### config.mk
export PLATFORM = sky130hd
export DESIGN_NAME = counter_enable_sequencer
export DESIGN_NICKNAME = d
export VERILOG_FILES = /design/src/rtl/counter_seq_pkg.sv /design/src/rtl/enable_prescaler.sv /design/src/rtl/counter_enable_sequencer.sv
export SDC_FILE = /design/constraint.sdc
export NUM_CORES = 1
export LEC_CHECK = 0
export BUFFER_PORTS_ARGS = -buffer_cell sky130_fd_sc_hd__buf_2
export CAP_MARGIN = 20
export CORE_MARGIN = 2
export CORE_UTILIZATION = 25
export CTS_BUF_LIST = sky130_fd_sc_hd__clkbuf_4 sky130_fd_sc_hd__clkbuf_8 sky130_fd_sc_hd__clkbuf_16
export CTS_CLUSTER_DIAMETER = 40
export DETAILED_ROUTE_END_ITERATION = 12
export PLACE_DENSITY = 0.41
export SLEW_MARGIN = 20
export SYNTH_ARGS = -nofsm -noshare
export SYNTH_HDL_FRONTEND = slang
export SYNTH_HIERARCHICAL = 1
export SYNTH_SLANG_ARGS = --single-unit
### constraint.sdc
create_clock -name clk -period 2.3 [get_ports clk]
set_input_delay 0.345 -clock clk [delete_from_list [all_inputs] [get_ports clk]]
set_output_delay 0.345 -clock clk [all_outputs]
set_load 0.02 [all_outputs]
### src/rtl/counter_seq_pkg.sv
// Shared types and defaults for the counter enable sequencer.
// Holds the FSM state encoding and the mode encodings used by the top level.
package counter_seq_pkg;

    typedef enum logic [1:0] {
        IDLE  = 2'd0,
        CLEAR = 2'd1,
        RUN   = 2'd2,
        DONE  = 2'd3
    } state_t;

    localparam logic MODE_CONT  = 1'b0;
    localparam logic MODE_BURST = 1'b1;

    localparam int PRESCALE_W_DEF = 8;
    localparam int BURST_W_DEF    = 4;

endpackage

### src/rtl/enable_prescaler.sv
// Loadable down-counter that flags a tick whenever it reaches zero while running.
// It reloads itself on the tick, so the tick period is reload_val+1 cycles.
module enable_prescaler #(
    parameter int W = 8
) (
    input  logic         clk,
    input  logic         reset_n,
    input  logic         load,
    input  logic         run,
    input  logic [W-1:0] reload_val,
    output logic         tick
);

    logic [W-1:0] count;

    always_ff @(posedge clk or negedge reset_n) begin
        if (!reset_n) begin
            count <= '0;
        end else if (load) begin
            count <= reload_val;
        end else if (run) begin
            if (count == '0) begin
                count <= reload_val;
            end else begin
                count <= count - 1'b1;
            end
        end
    end

    assign tick = run && (count == '0);

endmodule

### src/rtl/counter_enable_sequencer.sv
// Generates the clear and enable strobes for the downstream 4-bit counter,
// either as a continuous prescaled stream or as a finite burst.
module counter_enable_sequencer
    import counter_seq_pkg::*;
#(
    parameter int PRESCALE_W = PRESCALE_W_DEF,
    parameter int BURST_W    = BURST_W_DEF
) (
    input  logic                  clk,
    input  logic                  reset_n,
    input  logic                  start,
    input  logic                  stop,
    input  logic                  mode,
    input  logic [PRESCALE_W-1:0] prescale,
    input  logic [BURST_W-1:0]    burst_len,
    output logic                  enable_out,
    output logic                  counter_clr,
    output logic                  busy,
    output logic                  done,
    output state_t                dbg_state
);

    localparam logic [BURST_W:0] FULL_BURST = {1'b1, {BURST_W{1'b0}}};

    state_t                state;
    logic [PRESCALE_W-1:0] cfg_prescale;
    logic [BURST_W-1:0]    cfg_burst_len;
    logic                  cfg_mode;
    logic [BURST_W:0]      remaining;
    logic                  tick;
    logic                  pre_load;
    logic                  pre_run;

    // The divider is primed on the CLEAR->RUN edge and only counts while a run is live.
    assign pre_load = (state == CLEAR) && !stop;
    assign pre_run  = (state == RUN) && !stop;

    enable_prescaler #(
        .W(PRESCALE_W)
    ) u_prescaler (
        .clk       (clk),
        .reset_n   (reset_n),
        .load      (pre_load),
        .run       (pre_run),
        .reload_val(cfg_prescale),
        .tick      (tick)
    );

    always_ff @(posedge clk or negedge reset_n) begin
        if (!reset_n) begin
            state         <= IDLE;
            cfg_prescale  <= '0;
            cfg_burst_len <= '0;
            cfg_mode      <= MODE_CONT;
            remaining     <= '0;
            enable_out    <= 1'b0;
            counter_clr   <= 1'b0;
            busy          <= 1'b0;
            done          <= 1'b0;
        end else begin
            case (state)
                IDLE: begin
                    enable_out  <= 1'b0;
                    counter_clr <= 1'b0;
                    busy        <= 1'b0;
                    done        <= 1'b0;
                    if (start && !stop) begin
                        cfg_prescale  <= prescale;
                        cfg_burst_len <= burst_len;
                        cfg_mode      <= mode;
                        counter_clr   <= 1'b1;
                        busy          <= 1'b1;
                        state         <= CLEAR;
                    end
                end
                CLEAR: begin
                    counter_clr <= 1'b0;
                    enable_out  <= 1'b0;
                    if (stop) begin
                        busy  <= 1'b0;
                        state <= IDLE;
                    end else begin
                        remaining <= (cfg_burst_len == '0) ? FULL_BURST
                                                           : {1'b0, cfg_burst_len};
                        state     <= RUN;
                    end
                end
                RUN: begin
                    if (stop) begin
                        enable_out <= 1'b0;
                        busy       <= 1'b0;
                        state      <= IDLE;
                    end else if (tick) begin
                        enable_out <= 1'b1;
                        if (cfg_mode == MODE_BURST) begin
                            remaining <= remaining - 1'b1;
                            if (remaining == {{BURST_W{1'b0}}, 1'b1}) begin
                                state <= DONE;
                            end
                        end
                    end else begin
                        enable_out <= 1'b0;
                    end
                end
                DONE: begin
                    // This cycle carries the final enable; the done pulse follows it.
                    enable_out <= 1'b0;
                    busy       <= 1'b0;
                    done       <= 1'b1;
                    state      <= IDLE;
                end
                default: begin
                    state <= IDLE;
                end
            endcase
        end
    end

    assign dbg_state = state;

endmodule
==> results of run 1 <==
[report_power, final]
group          internal (mW)  switching, mW
clock                  0.333          0.223
combinational          0.576          0.639
sequential             0.822          0.246
[kinds of logic (layout without fill, tap and decap cells)]
kind of cell	after synthesis	count (layout)	synth area share (%)
flops	32	32	43.6
compound gates	39	39	18.4
simple gates	46	46	17.3
fa+ha+maj	9	9	6.13
mux	15	15	9.12
buf+inv	20	48	5.45
[worst paths after layout]
check                           startpoint               to  slack [ns]  cells past startpoint
min in group clk               prescale[5]  cfg_prescale[5]        0.26                      2
min reg2reg                cfg_prescale[7]  cfg_prescale[7]        0.49                      1
min                                reset_n  cfg_prescale[5]        0.13                      1
max reg2reg                   dbg_state[0]     remaining[4]        0.15                      9
max                           dbg_state[0]     remaining[4]        0.15                      9
max in group asynchronous          reset_n     dbg_state[0]        1.65                      1
[cell usage in the layout (no fill, tap or decap), types with 2 or more instances in the layout]
cell / netlist / final
a211oi_1: 3 / 3
a21oi_1: 4 / 4
a221o_1: 3 / 3
a221oi_2: 3 / 3
a31oi_1: 4 / 4
and2_1: 2 / 2
buf_2: 2 / 22
buf_4: 0 / 5
clkbuf_8: 0 / 5
dfrtp_1: 32 / 31
ha_1: 9 / 8
inv_1: 13 / 13
mux2_1: 13 / 13
nand2_1: 4 / 4
nand2b_1: 3 / 3
nand3b_1: 2 / 2
nand4_1: 4 / 4
nor2_1: 7 / 7
nor3_1: 6 / 6
nor3b_1: 2 / 2
o2111a_1: 2 / 2
o21ai_0: 3 / 3
o21ai_1: 2 / 2
o221a_1: 2 / 2
or3_1: 2 / 2
[flip-flops by register name, summed over array words and instances, names as in the netlist]
| register | count |
|---|---|
| cfg_burst_len | 4 |
| enable_out | 1 |
| remaining | 5 |
| dbg_state | 2 |
| counter_clr | 1 |
| done | 1 |
| cfg_mode | 1 |
| u_prescaler/count | 8 |
| cfg_prescale | 8 |
| busy | 1 |
[cell type report]
| cell class | count | area (sq um) | share of cell area (%) |
|---|---|---|---|
| Inverter | 13 | 48.8 | 2.24 |
| Timing Repair Buffer | 27 | 148 | 6.77 |
| Sequential cell | 32 | 802 | 36.8 |
| Multi-Input combinational cell | 109 | 947 | 43.4 |
| Clock buffer | 6 | 76.3 | 3.50 |
| Clock inverter | 2 | 35.0 | 1.61 |
| Tap cell | 99 | 124 | 5.68 |
[critical path, stage by stage (launching register included)]
cell,delay [ns]
dfrtp_2,0.44
inv_1,0.12
ha_2,0.26
nor2b_4,0.16
and3_2,0.19
and3_4,0.20
a22oi_2,0.07
buf_4,0.18
or3_1,0.36
nand4_1,0.10
[routing by layer]
layer	global-route usage, %	part of all wire (%)	vias up
li1	-	-	664
met1	14.0	48	656
met2	17.8	46	32
met3	2.93	4.2	7
met4	5.00	1.9	0
met5	0	0	-
[stage by stage]
step           setup WS [ns]  util [%]  power [mW]  cells
6_report               0.149      30.4        2.84    288
5_1_grt              0.00956      30.4        3.07    288
4_1_cts                0.148      30.4        2.88    288
3_5_place_dp           0.153      28.8        2.31    280
3_3_place_gp           0.257      28.8        2.27    280
2_1_floorplan         0.0143         -        1.99    161
==> impl_metrics.tcl, run 1 <==
set metrics [dict create \
    synth.avg_cell_area_sq_um 11.4 \
    slew_headroom_pct 49.0 \
    drtAntennaViolNets 0 \
    fin_tns_setup_ns 0 \
    synth-async-reset-ratio_pct 100 \
    synth_most_common_cell "dfrtp_1" \
    syn_nets 187 \
    route.detailed.drc 0 \
    clk_pin_slew_ns 0.07 \
    power_density_nw_per_um2 1300 \
    p_leak_nw 0.947 \
    ys_seq_area_share_pct 43.6 \
    period_share_pct 93.5 \
    min_period_ns 2.15 \
    nFillCells 744 \
    cts_buffers 5 \
    antenna_cells 0 \
    setup_viol_count_final 0 \
    antenna_found_initial 0 \
    track_usage_pct 11.1 \
    cts_hold_buf 0 \
    synthCells 161 \
    worst_ir_drop_vdd_uv 308 \
    num_vias 1359 \
    crit_type "reg2reg" \
    synthFlopType "dfrtp_1" \
    drt-total-wl_mm 4.20 \
    finalHoldViolations 0 \
    synth_edf_count 0 \
    h-tree-depth 2 \
    cts_tree "done" \
    start_kind "flip-flop" \
    placed_area_sq_um 2070 \
    max_freq_mhz 465 \
    viasPerCell 4.72 \
    arrival_ns 2.38 \
    drv_cap 0 \
    post-cts-setup-buffers 0 \
    layout.nets 214 \
    dr.pass1.iters 4 \
    end_kind "flip-flop" \
    first_global_vias 1460 \
    maxSlewViolCount 0 \
    synthTopCellsByCount "dfrtp_1 (32), inv_1 (13), mux2_1 (13)" \
    synth_area_sq_um 1840 \
    dpl.hpwl_mm 3.06 \
    fin_worst_skew_ns 0.00869 \
    critPathMaxFanout 9 \
    grt_max_degree 33 \
    cts.path.max_buffers 2 \
    area_delta_synth_final_pct 18.7 \
    finalInstanceArea_sq_um 2180 \
    ys.warnings.count 6 \
    synth_seq_cells 32 \
    clk_latency_ns 0.29 \
    fp.dieW_um 89.7 \
    yosysTopAreaCell "dfrtp_1" \
    synth_top_area_share_pct 43.6 \
    place.gp.congestion 0.825 \
    ios 23 \
    die_area_sq_um 8050 \
    die_y_um 89.7 \
    cp.required_ns 2.53 \
    synth_cell_types 53 \
    design.core.area_sq_um 7180 \
    clock-root-buffer "clkbuf_8" \
    portBuffers 22 \
    hp-class "in2async" \
    tightest_slew_ns 0.765 \
    rsz0062_at_grt "false" \
    grt_pass1_wl_mm 7.14 \
    outcome "finished clean" \
    cts_resized 0 \
    cts.sinks 32 \
    drive_gt1_share_pct 28.0 \
    wire_per_inst_um 14.6 \
    overflow 0 \
    start_util_pct 25.6 \
    whs_ns 0.131 \
    rows 31 \
    synthTopCellsByArea "dfrtp_1 (44%), mux2_1 (8.0%), ha_1 (6.1%)" \
    drtIter0Drc 62 \
]
Note: power is estimated with default switching activity, not from simulation.
==> inputs of run 2 (changes only) <==
--- a/config.mk
+++ b/config.mk
@@ -12,7 +12,8 @@
 export CTS_BUF_LIST = sky130_fd_sc_hd__clkbuf_4 sky130_fd_sc_hd__clkbuf_8 sky130_fd_sc_hd__clkbuf_16
 export CTS_CLUSTER_DIAMETER = 40
 export DETAILED_ROUTE_END_ITERATION = 12
-export PLACE_DENSITY = 0.41
+export GPL_TIMING_DRIVEN = 0
+export PLACE_DENSITY = 0.4
 export SLEW_MARGIN = 20
 export SYNTH_ARGS = -nofsm -noshare
 export SYNTH_HDL_FRONTEND = slang
==> constraint.sdc (replaced) <==
create_clock -name clk -period 2.1 [get_ports clk]
set_input_delay 0.315 -clock clk [delete_from_list [all_inputs] [get_ports clk]]
set_output_delay 0.315 -clock clk [all_outputs]
set_load 0.02 [all_outputs]
==> run 2 against run 1 <==
  * First-iteration DRC count grew 26%
  * Sequential cell count unchanged
  * Combinational power is 33% higher
  * Worst hold slack worse by 0.037 ns
  * Utilization increased by 2.3 points
  * Via count grew 7.3%
  * Register-to-register slack lost 0.08 ns
  * Global-route usage rose by 0.091 points
  * Critical path type unchanged
==> impl_metrics.tcl, run 2 (synthesized netlist as in run 1, its figures left out) <==
set metrics [dict create \
    end_kind "flip-flop" \
    hp-class "in2async" \
    drtAntennaViolNets 0 \
    die_y_um 89.7 \
    track_usage_pct 11.2 \
    dr.pass1.iters 4 \
    dpl.hpwl_mm 3.11 \
    grt_max_degree 33 \
    rsz0062_at_grt "true" \
    layout.nets 232 \
    rows 31 \
    max_freq_mhz 493 \
    reg_top3 "cfg_prescale (8), u_prescaler/count (8), remaining (5)" \
    drt-total-wl_mm 4.46 \
    grt_pass1_wl_mm 7.23 \
    drive_gt1_share_pct 36.7 \
    area_delta_synth_final_pct 27.7 \
    maxSlewViolCount 0 \
    num_vias 1458 \
    critical-path-max-stage-delay_ns 0.46 \
    tightest_slew_ns 0.747 \
    path_cells "inv_2 -> ha_4 -> nor2b_4 -> buf_8 -> and3_4 -> and3_4 -> a22oi_2 -> or4b_1 -> nand4_1" \
    clock-root-buffer "clkbuf_8" \
    cts_buffers 5 \
    die_area_sq_um 8050 \
    worst_ir_drop_vdd_uv 555 \
    min_period_ns 2.03 \
    critPathMaxFanout 5 \
    fin_worst_skew_ns 0.00340 \
    viasPerCell 4.76 \
    finalHoldViolations 0 \
    crit_type "reg2reg" \
    final_common_cell "dfrtp_1" \
    slew_headroom_pct 50.2 \
    design.core.area_sq_um 7180 \
    fin_tns_setup_ns 0 \
    overflow 0 \
    wire_per_inst_um 14.6 \
    place.gp.congestion 0.820 \
    ios 23 \
    h-tree-depth 2 \
    arrival_ns 2.24 \
    cp_slowest_cell "or4b_1" \
    antenna_cells 0 \
    cts.sinks 32 \
    clk_latency_ns 0.28 \
    setup_viol_count_final 0 \
    outcome "finished clean" \
    nFillCells 731 \
    portBuffers 22 \
    antenna_found_initial 0 \
    p_leak_nw 1.03 \
    final_cell_mix "dfrtp_1 (29), buf_2 (23), buf_4 (17)" \
    first_global_vias 1439 \
    fp.dieW_um 89.7 \
    period_share_pct 96.5 \
    cts_tree "done" \
    start_util_pct 25.6 \
    start_kind "flip-flop" \
    power_density_nw_per_um2 1400 \
    cts.path.max_buffers 2 \
    drv_cap 0 \
    cp_common_cell "and3_4" \
    drtIter0Drc 78 \
    route.detailed.drc 0 \
    clk_pin_slew_ns 0.07 \
    cts_hold_buf 0 \
    cp.required_ns 2.32 \
    utilization_pct 32.7 \
]
-- run 2: layout make-up --
| cell class | instances | area (sq um) | area share [%] |
|---|---|---|---|
| clock buffer | 8 | 97.6 | 4.16 |
| timing repair buffer | 39 | 238 | 10.1 |
| sequential | 32 | 805 | 34.3 |
| tap | 99 | 124 | 5.28 |
| multi-input combinational | 109 | 973 | 41.5 |
| buffer | 6 | 61.3 | 2.61 |
| inverter | 13 | 48.8 | 2.08 |
-- run 2: worst max-delay path, delay by kind of cell (launching register included) --
kind	cells	cell delay (ns)
fa+ha+maj	1	0.16
simple gates	5	1.12
compound gates	1	0.06
flops	1	0.41
buf+inv	2	0.21
-- run 2: per-layer routing --
| metal | routed length (um) | global-route usage, % | vias to the layer above |
|---|---|---|---|
| met5 | 0 | 0 | - |
| met4 | 68 | 4.36 | 0 |
| met2 | 2030 | 16.9 | 38 |
| met3 | 203 | 3.02 | 6 |
| met1 | 2160 | 15.2 | 720 |
| li1 | - | - | 694 |
-- run 2: stage by stage --
step / hold WS (ns) / cells / worst slack [ns] / cell area, sq um / power, mW
floorplan: 0.0194 / 161 / -0.0407 / 1870 / 2.19
global placement: 0.427 / 282 / -0.213 / 2110 / 2.52
detailed placement: 0.430 / 282 / -0.243 / 2110 / 2.56
CTS: 0.121 / 292 / -0.0332 / 2230 / 3.14
global route: 0.155 / 306 / -0.0353 / 2350 / 3.55
finish: 0.0942 / 306 / 0.0727 / 2350 / 3.29
-- run 2: path summary, 6_finish.rpt --
check / start / end / slack (ns) / cells past startpoint
min reg2reg: cfg_prescale[7] / cfg_prescale[7] / 0.49 / 1
max: dbg_state[0] / remaining[4] / 0.07 / 9
max reg2reg: dbg_state[0] / remaining[4] / 0.07 / 9
min: reset_n / u_prescaler/count[5] / 0.09 / 1
min in group clk: burst_len[2] / cfg_burst_len[2] / 0.24 / 2
max in group asynchronous: reset_n / dbg_state[0] / 1.48 / 1
-- run 2: where the power goes --
part / leakage [nW] / internal, mW / switching (mW) / total, mW
registers: 0.390 / 0.904 / 0.257 / 1.16
clock network: 0.0523 / 0.293 / 0.227 / 0.521
logic: 0.591 / 0.827 / 0.783 / 1.61
total: 1.03 / 2.02 / 1.27 / 3.29
-- run 2: what timing repair did --
| item | 4_1_cts | 5_1_grt |
|---|---|---|
| setup endpoints to repair | 9 | 9 |
| resized for setup | 2 | 5 |
| endpoints found under the hold margin | 0 | 0 |
| pin swaps | 1 | 3 |
| buffers inserted | 3 | 14 |
==> inputs of run 3 (changes only) <==
--- a/config.mk
+++ b/config.mk
@@ -5,8 +5,8 @@
 export SDC_FILE = /design/constraint.sdc
 export NUM_CORES = 1
 export LEC_CHECK = 0
+export ABC_AREA = 1
 export BUFFER_PORTS_ARGS = -buffer_cell sky130_fd_sc_hd__buf_2
-export CAP_MARGIN = 20
 export CORE_MARGIN = 2
 export CORE_UTILIZATION = 25
 export CTS_BUF_LIST = sky130_fd_sc_hd__clkbuf_4 sky130_fd_sc_hd__clkbuf_8 sky130_fd_sc_hd__clkbuf_16
@@ -19,3 +19,4 @@
 export SYNTH_HDL_FRONTEND = slang
 export SYNTH_HIERARCHICAL = 1
 export SYNTH_SLANG_ARGS = --single-unit
+export TNS_END_PERCENT = 1
==> run 3 against run 2 <==
  * Global-route usage is 0.48 points lower
  * Sequential cell count stayed put
  * Total power is 1.0% lower
  * Synthesized cell count is 51% higher
  * Utilization is 2.0 points lower
  * Sequential share of layout area is 1.3 points higher
  * Via count is 2.5% higher
  * Combinational power hardly changed
  * Non-clock buffer count is 20 lower
  * Count of clock-buffer cells in the layout is 2 lower
  * Largest cell class unchanged
  * Largest power group unchanged
==> impl_metrics.tcl, run 3 <==
set metrics [dict create \
    outcome "finished clean" \
    cp-startpoint "dbg_state[0]" \
    synth.avg_cell_area_sq_um 7.86 \
    r2r_slack_ns 0.25 \
    cts.sinks 32 \
    setup_viol_count_final 0 \
    start_kind "flip-flop" \
    fin_tns_setup_ns 0 \
    synthFlopType "dfrtp_1" \
    final_common_cell "nand2_1" \
    cts_buffers 5 \
    synth_top_area_share_pct 41.9 \
    synth_most_common_cell "nand2_1" \
    track_usage_pct 10.7 \
    num_vias 1494 \
    cts_hold_buf 0 \
    synth_area_sq_um 1910 \
    synth-async-reset-ratio_pct 100 \
    globalRoute.busiestLayer "met1" \
    layoutNonFillerInstCount 372 \
    rr_startpoint "dbg_state[0]" \
    utilization_pct 30.7 \
    synth_cell_types 27 \
    final_cell_mix "nand2_1 (76), inv_1 (36), dfrtp_1 (32)" \
    h-tree-depth 2 \
    worst_ir_drop_vdd_uv 446 \
    portBuffers 22 \
    syn_nets 269 \
    design.core.area_sq_um 7330 \
    reg_top3 "cfg_prescale (8), u_prescaler/count (8), remaining (5)" \
    drt-total-wl_mm 4.19 \
    drtIter0Drc 64 \
    cp_common_cell "nand2_1" \
    end_kind "flip-flop" \
    route.detailed.drc 0 \
    path_cells "inv_1 -> ha_2 -> nand2_1 -> inv_1 -> nor3b_2 -> nand2_1 -> nand2_1 -> nand3_4 -> nor2_1 -> nand2_1 -> nand2_1" \
    grt_use_met3_pct 1.99 \
    grt_pass1_wl_mm 7.14 \
    fp.dieW_um 91.4 \
    maxSlewViolCount 0 \
    p_leak_nw 1.18 \
    place.gp.congestion 0.735 \
    dp.cells 364 \
    finalHoldViolations 0 \
    met1_usage_pct 15.6 \
    min_period_ns 1.85 \
    synth_seq_cells 32 \
    drv_cap 0 \
    rows 31 \
    tightest_slew_ns 0.754 \
    r2r_cells 11 \
    met2_usage_pct 15.4 \
    critical-path-max-stage-delay_ns 0.43 \
    cp.required_ns 2.32 \
    rr_endpoint "remaining[3]" \
    area_delta_synth_final_pct 17.9 \
    yosysTopAreaCell "dfrtp_1" \
    synthTopCellsByCount "nand2_1 (76), inv_1 (36), dfrtp_1 (32)" \
    synthCells 243 \
    finalInstanceArea_sq_um 2250 \
    antenna_cells 0 \
    synth_edf_count 0 \
    cp_slowest_cell "dfrtp_1" \
    hp-class "in2async" \
    cts.path.max_buffers 2 \
    first_global_vias 1426 \
    slew_headroom_pct 49.8 \
    start_util_pct 26.0 \
    placed_area_sq_um 2140 \
    dr.pass1.iters 4 \
    critPathMaxFanout 8 \
    drtAntennaViolNets 0 \
    ios 23 \
    viasPerCell 4.02 \
    clk_pin_slew_ns 0.07 \
    period_share_pct 88.0 \
    die_area_sq_um 8350 \
    clk_latency_ns 0.29 \
    layout.nets 298 \
    cts_tree "done" \
    antenna_found_initial 0 \
    die_y_um 91.4 \
    totalPowerFinal_mw 3.26 \
    arrival_ns 2.07 \
    endpoint "remaining[3]" \
    rsz0062_at_grt "false" \
    wire_per_inst_um 11.3 \
    clock-root-buffer "clkbuf_8" \
    crit_type "reg2reg" \
    overflow 0 \
    dpl.hpwl_mm 3.03 \
    ys.warnings.count 6 \
    drive_gt1_share_pct 23.8 \
    max_freq_mhz 541 \
    grt_max_degree 33 \
    fin_worst_skew_ns 0.0104 \
    ys_seq_area_share_pct 41.9 \
    synthTopCellsByArea "dfrtp_1 (42%), nand2_1 (15%), inv_1 (7.1%)" \
    power_density_nw_per_um2 1450 \
]
run 3: cell count changes in the layout (fill, tap and decap cells not counted), sizes merged, moves of 5 or more:
cell	before	now
buf	44	25
inv	13	40
nand2	4	78
o21ai	6	25
nor3	6	1
nand3	1	22
mux2	14	1
nor2	7	21
run 3: kinds of logic after synthesis:
family	share of synthesized area, %
xor gates and xnor gates	1.38
muxes	0.590
buffers and inverters	9.44
AOI/OAI and AO/OA	11.3
and+or+nand+nor	29.5
adders and majority gates	5.90
DFF	41.9
run 3: cell type report:
class | count | area, sq um
clock buffer | 6 | 82.6
multi-input combinational | 168 | 943
timing repair buffer | 22 | 110
fill | 806 | 5080
tap | 99 | 124
inverter | 40 | 150
clock inverter | 2 | 10.0
buffer | 3 | 30.0
sequential | 32 | 801
run 3: through the flow:
step	worst slack [ns]	hold WS, ns
5_1_grt	0.0417	0.162
2_1_floorplan	0.325	0.0194
6_report	0.251	0.0968
3_3_place_gp	0.0831	0.444
4_1_cts	0.0580	0.130
3_5_place_dp	0.0845	0.440
run 3: routing by layer:
metal	share of wire, %	wire, um	up-vias
li1	-	-	808
met1	54	2240	664
met2	42	1750	18
met3	2.8	117	4
met4	1.7	73	0
met5	0	0	-
run 3: worst min-delay path by stage:
stage	slack (ns)	start	cells after the start	end
CTS	0.13	reset_n	1	u_prescaler/count[7]
global route	0.16	reset_n	1	dbg_state[1]
finish	0.1	reset_n	1	done
floorplan	0.02	reset_n	0	busy
global placement	0.44	reset_n	1	done
detailed placement	0.44	reset_n	1	done
run 3: worst max-delay path, delay by kind of cell (launching register included):
| kind | cells | cell delay (ns) |
|---|---|---|
| and+or+nand+nor | 8 | 0.88 |
| DFF | 1 | 0.43 |
| buffers and inverters | 2 | 0.24 |
| adders and majority gates | 1 | 0.24 |
run 3: power breakdown:
group	internal, mW	switching (mW)	total [mW]
logic	0.611	1.02	1.63
registers	0.893	0.236	1.13
clock network	0.262	0.239	0.501
total	1.77	1.49	3.26
run 3: timing repair:
action                                  in CTS  in global routing
resized for setup                            0                  3
setup buffers                                0                  0
endpoints found under the hold margin        0                  0
endpoints found under the setup margin       0                  7
